--- src/rtl/timer_cascade_sequencer.sv ---
// Irrigation countdown sequencer: loads a clamped BCD MM:SS duration and decrements it once per TICK_DIV clocks.
// Optional build macro TIMER_AUTO_RELOAD_EN reloads the last started duration on completion (cyclic watering).
module timer_cascade_sequencer #(
   parameter int unsigned TICK_DIV = 50_000_000,
   parameter int unsigned CNT_W    = 26
) (
   input  logic        clk,
   input  logic        reset,
   input  logic        start,
   input  logic        pause,
   input  logic        abort,
   input  logic [15:0] load_bcd,
   output logic [15:0] bcd_out,
   output logic        running,
   output logic        busy,
   output logic        sec_tick,
   output logic        done
);

   localparam int unsigned BCD_W = 16;

   typedef enum logic [1:0] {S_IDLE, S_RUN, S_PAUSE, S_DONE} state_t;

   state_t             state;
   logic [CNT_W-1:0]   presc;
   logic [BCD_W-1:0]   load_c;
   logic [BCD_W-1:0]   dec_c;
   logic               tick_due_c;

   // Saturate each digit to its legal BCD range; seconds tens stops at 5.
   function automatic logic [BCD_W-1:0] clamp_bcd(input logic [BCD_W-1:0] v);
      logic [BCD_W-1:0] r;
      r[15:12] = (v[15:12] > 4'd9) ? 4'd9 : v[15:12];
      r[11:8]  = (v[11:8]  > 4'd9) ? 4'd9 : v[11:8];
      r[7:4]   = (v[7:4]   > 4'd5) ? 4'd5 : v[7:4];
      r[3:0]   = (v[3:0]   > 4'd9) ? 4'd9 : v[3:0];
      return r;
   endfunction

   // One-second decrement with borrow through the digit cascade.
   function automatic logic [BCD_W-1:0] dec_bcd(input logic [BCD_W-1:0] v);
      logic [BCD_W-1:0] r;
      r = v;
      if (v[3:0] != 4'd0) begin
         r[3:0] = v[3:0] - 4'd1;
      end else begin
         r[3:0] = 4'd9;
         if (v[7:4] != 4'd0) begin
            r[7:4] = v[7:4] - 4'd1;
         end else begin
            r[7:4] = 4'd5;
            if (v[11:8] != 4'd0) begin
               r[11:8] = v[11:8] - 4'd1;
            end else begin
               r[11:8]  = 4'd9;
               r[15:12] = v[15:12] - 4'd1;
            end
         end
      end
      return r;
   endfunction

   always_comb begin
      load_c     = clamp_bcd(load_bcd);
      dec_c      = dec_bcd(bcd_out);
      tick_due_c = (presc == CNT_W'(TICK_DIV - 1));
   end

`ifdef TIMER_AUTO_RELOAD_EN
   logic [BCD_W-1:0] reload_q;

   // Remember the most recent accepted duration for cyclic reload.
   always_ff @(posedge clk) begin
      if (reset) begin
         reload_q <= '0;
      end else if (start && !abort) begin
         reload_q <= load_c;
      end
   end
`endif

   always_ff @(posedge clk) begin
      if (reset) begin
         state    <= S_IDLE;
         presc    <= '0;
         bcd_out  <= '0;
         running  <= 1'b0;
         busy     <= 1'b0;
         sec_tick <= 1'b0;
         done     <= 1'b0;
      end else begin
         sec_tick <= 1'b0;
         done     <= 1'b0;
         if (abort) begin
            state   <= S_IDLE;
            presc   <= '0;
            bcd_out <= '0;
            running <= 1'b0;
            busy    <= 1'b0;
         end else if (start) begin
            presc   <= '0;
            bcd_out <= load_c;
            if (load_c == '0) begin
               state   <= S_DONE;
               done    <= 1'b1;
               running <= 1'b0;
               busy    <= 1'b0;
            end else begin
               state   <= S_RUN;
               running <= 1'b1;
               busy    <= 1'b1;
            end
         end else begin
            case (state)
               S_IDLE: begin
                  state <= S_IDLE;
               end
               S_RUN: begin
                  if (pause) begin
                     state   <= S_PAUSE;
                     running <= 1'b0;
                  end else if (tick_due_c) begin
                     presc    <= '0;
                     bcd_out  <= dec_c;
                     sec_tick <= 1'b1;
                     if (dec_c == '0) begin
                        state   <= S_DONE;
                        done    <= 1'b1;
                        running <= 1'b0;
                        busy    <= 1'b0;
                     end
                  end else begin
                     presc <= presc + CNT_W'(1);
                  end
               end
               S_PAUSE: begin
                  if (!pause) begin
                     state   <= S_RUN;
                     running <= 1'b1;
                  end
               end
               S_DONE: begin
`ifdef TIMER_AUTO_RELOAD_EN
                  if (reload_q != '0) begin
                     state   <= S_RUN;
                     presc   <= '0;
                     bcd_out <= reload_q;
                     running <= 1'b1;
                     busy    <= 1'b1;
                  end else begin
                     state <= S_IDLE;
                  end
`else
                  state <= S_IDLE;
`endif
               end
               default: begin
                  state <= S_IDLE;
               end
            endcase
         end
      end
   end

endmodule

--- config.mk ---
export PLATFORM = sky130hd
export DESIGN_NAME = timer_cascade_sequencer
export DESIGN_NICKNAME = d
export VERILOG_FILES = /design/src/rtl/timer_cascade_sequencer.sv
export SDC_FILE = /design/constraint.sdc
export NUM_CORES = 1
export LEC_CHECK = 0
export BUFFER_PORTS_ARGS = -buffer_cell sky130_fd_sc_hd__buf_2
export CAP_MARGIN = 20
export CORE_MARGIN = 4
export CORE_UTILIZATION = 55
export DETAILED_ROUTE_END_ITERATION = 8
export PLACE_DENSITY = 0.85
export SETUP_SLACK_MARGIN = 0.2
export SYNTH_ARGS = -nofsm -noshare
export SYNTH_HDL_FRONTEND = slang
export SYNTH_SLANG_ARGS = --single-unit
--- constraint.sdc ---
create_clock -name clk -period 3.5 [get_ports clk]
set_input_delay 0.525 -clock clk [delete_from_list [all_inputs] [get_ports clk]]
set_output_delay 0.525 -clock clk [all_outputs]
set_load 0.03 [all_outputs]
Word-level counts from Yosys, hierarchy flattened
Cells that the tools add are included.
Storage, ports and cells
  bits in registers: 48
  logic and storage cells: 84
Cells by class
  $add $sub $neg: 5
  order comparisons: 4
  eq/ne operators: 8
  mux-type cells: 39
  bitwise operators: 2
  reductions and logical operators: 19
Operator list (number)
  16-bit 2-to-1 mux: 4
  16-bit logical NOT: 2
  4-bit 2-to-1 mux: 8
  26-bit by 1-bit adder with 26-bit output (second input constant): 1
  26-bit equality test (second input constant): 1
  26-bit 2-to-1 mux: 1
  1-bit 2-to-1 mux: 16
  4-bit by 1-bit subtractor with 4-bit output (second input constant): 4
  4-bit greater-than comparator (second input constant): 3
  12-bit 2-to-1 mux: 1
  2-bit 2-to-1 mux: 6
  4-bit nonzero test: 3
  8-bit 2-to-1 mux: 1
  4-bit inequality test (second input constant): 2
  4-bit AND reduction: 2
  2-bit case mux with 3 select lines: 1
  3-bit AND reduction: 2
  2-bit nonzero test: 3
  5-bit OR reduction: 1
  2-bit equality test (second input constant): 2
  4-bit by 3-bit greater-than comparator with 1-bit output (second input constant): 1
  2-bit OR reduction: 2
  3-bit inequality test (second input constant): 1
  3-bit nonzero test: 1
  other kinds (7): 8

Depth between registers and ports, before layout
  word-level depth: 10
  depth in mapped cells: 7

Worst setup path after synthesis
Ideal clock, no wire load.
  kind: input to register
  from: input pause
  to: register bcd_out[15]
  setup time: 122 ps
  arrival time: 2183 ps
  path slack: 1195 ps
  cell stages on the path: 6
  path buffers: 1
  cells stage by stage: or3b_2 -> clkbuf_1 -> nor3_1 -> nand4_1 -> o21a_1 -> o311a_1
On the way
  cells in the longest elaborated chain, start to end: 2
RTL lines
  start, declared: RTL line 10  | input logic pause,
  2-bit inequality test (no source line)
  3-bit AND reduction (no source line)
  end signal, assigned: RTL line 102  | bcd_out <= load_c;
  end, declared: RTL line 13  | output logic [15:0] bcd_out,
Every way passes these cells.
A chain may end at the register's enable or synchronous reset.

Final worst setup path
  from: register presc[7]
  to: register bcd_out[1]
On the way
  cells in the longest elaborated chain, start to end: 3
RTL lines
  start, declared: RTL line 25  | logic [CNT_W-1:0] presc;
  start signal, assigned: RTL line 133  | presc <= presc + CNT_W'(1);
  26-bit equality test: RTL line 66  | tick_due_c = (presc == CNT_W'(TICK_DIV - 1));
  2-bit nonzero test (no source line)
  3-bit AND reduction (no source line)
Every way passes these cells.

==> run summary <==
FP Rows: 25
WL per Instance: 15.1 um
Max-slew violation count: 0
Inserted Diodes: 0
Post-CTS Repair Setup Buffers: 0
Largest net degree at the start of global routing: 25
Hold Violations, Final: 0
Seq/Total Area, Yosys: 35.0%
Worst-skew pair later-pin latency: 0.30 ns
Slew HR: 45.0%
CP Data Required Time: 3.70 ns
Switching power: 0.284 mW
Post-Syn Nets: 368
Clock Power Share: 39.9%
Unique masters post-synth: 58
# DRC: 0
I/O Buffers: 40
Met2 Usage GRT: 36.9%
Core Footprint: 0.00479 mm^2
DRC marker count from the first detailed-route iteration: 266
Clock skew: 0.00449 ns
Period utilisation layout: 71.8%
Max clock buf depth: 2
Status: finished clean
Ys flop type: dfxtp_1
Met1 Usage GRT: 31.0%
Peak supply drop: 0.183 mV
Internal power: 0.884 mW
Hold Path Class: reg2reg
Area Growth Syn to Fin: 12.8%
GP Congestion: 0.917
Antenna violations before repair: 0
Register share of total power: 48.4%
Starting density of the core: 57.4%
Most frequent cells in the layout: nor2_1, dfxtp_1, buf_2
Vias in the first global route: 2502
Top Usage Layer GRT: met2
Fmax: 0.398 GHz
Clock transition at the registers of the reported paths: 0.09 ns
IO Count: 41
Tot Pwr: 1.17 mW
Ys Warns: 0
Post-synth EDFFs: 0
Via density: 6.02
Setup CP Type: reg2reg
Die ar.: 0.00619 mm^2
Async set-or-reset flop fraction in the synthesized netlist: 0%
CTS tree: built
Grt ovf: 0
# hold bufs at CTS: 0
Number of nets with antenna violations after routing: 0
H-tree lvl count: 2
#FFs+latches synth: 48
DIE HEIGHT: 78.7 um
Die Width: 78.7 um
Root Driver: clkbuf_8
CTS sink count: 48
M3 GR Usage: 3.78%
Critical path capture point type: register
CP arrival: 2.72 ns
Vias: 2680
Cell Pwr Density: 377 mW/mm^2
Resized Gates After CTS: 0
CTS buffer count: 5
Gate power share: 11.6%
Max-cap viol count: 0
Hpwl dp: 4980 um
Worst-margin pin slew: 0.822 ns
Layout cells sized above 1: 17.7%
TNS Setup: 0 ns
Routed wire length: 6740 um
Lkg Pwr: 1.14 nW
Iteration count of the initial detailed-routing pass: 5
Nets: 401
Mapped Cells: 345
Switching part of the total: 24.3%
GRT Util Overall: 23.1%
Crit-path max FO: 9
Startpoint types: register
Most common cell after layout, fill and taps aside: nor2_1
Syn_area_per_cell: 7.96 um^2
RSZ-0062 raised after global routing: false
Final min period: 2.51 ns
Final setup fails: 0
Mapped Area: 0.00275 mm^2
First-pass GRT wire length: 11600 um
-- registers in the layout (all words and copies together), names as in the netlist --
signal and cells:
bcd_out 16, running 1, done 1, sec_tick 1
state 2, presc 26, busy 1
-- layout make-up --
cell class                 count  area [um^2]
clock inverter                 2         60.1
fill                         410         1690
sequential                    48          961
tap                           67         83.8
inverter                      14         52.6
clock buffer                   5         68.8
multi-input combinational    268         1660
timing repair buffer          41          208
-- layer usage --
| layer | up-vias | share of wire, % |
|---|---|---|
| li1 | 1314 | - |
| met1 | 1234 | 46 |
| met2 | 110 | 46 |
| met3 | 22 | 6.4 |
| met4 | 0 | 2.4 |
| met5 | - | 0 |
-- worst paths after layout --
kind / start / endpoint / slack, ns / depth (start not counted)
worst max-delay path: presc[7] / bcd_out[1] / 0.99 / 5
worst min-delay path: presc[25] / presc[25] / 0.49 / 2
worst max register to register: presc[7] / bcd_out[1] / 0.99 / 5
worst min register to register: presc[25] / presc[25] / 0.49 / 2
-- synthesized netlist by cell type, drive strengths merged (9+ instances only) --
library cell | number | area share [%]
clkbuf | 10 | 1.4
nor3 | 13 | 2.4
nand3 | 16 | 2.9
nand2 | 30 | 4.1
nor4 | 15 | 4.7
nor2 | 54 | 7.4
o21ai | 9 | 1.6
xor2 | 13 | 4.1
xnor2 | 15 | 4.8
dfxtp | 48 | 35
a21oi | 11 | 2.0
nand4 | 12 | 2.7
inv | 14 | 1.9
-- cells by family after synthesis --
kind of cell / Yosys count / synth area share, %
compound gates: 54 / 14.1
xor+xnor: 28 / 8.93
fa+ha+maj: 2 / 0.911
buf+inv: 29 / 4.42
flops: 48 / 35.0
mux: 3 / 1.09
simple gates: 181 / 35.6
-- metrics by stage --
step	utilization (%)	hold WS (ns)	instances	worst slack, ns	instance area (um^2)
floorplan	-	0.438	345	1.20	2750
global placement	62.0	0.463	438	1.06	2970
detailed placement	62.0	0.471	438	0.953	2970
CTS	64.7	0.490	445	1.00	3100
global route	64.7	0.508	445	0.823	3100
finish	64.7	0.486	445	0.988	3100
-- power groups by stage --
| stage | clock [mW] | combinational (mW) | sequential [mW] |
|---|---|---|---|
| final | 0.467 | 0.136 | 0.566 |
| after global routing | 0.492 | 0.149 | 0.568 |
| after floorplan | 0 | 0.0798 | 0.590 |
| after CTS | 0.471 | 0.134 | 0.565 |
| after global placement | 0 | 0.132 | 0.578 |
| after detailed placement | 0 | 0.133 | 0.578 |
-- critical path, cell delays in order, from the launching register on --
cell       delay, ns
dfxtp_1         0.35
or4b_1          0.55
or4_4           0.47
nor4_4          0.52
a221oi_2        0.18
a2111oi_2       0.35
No activity file was read; power rests on OpenSTA's default activity.
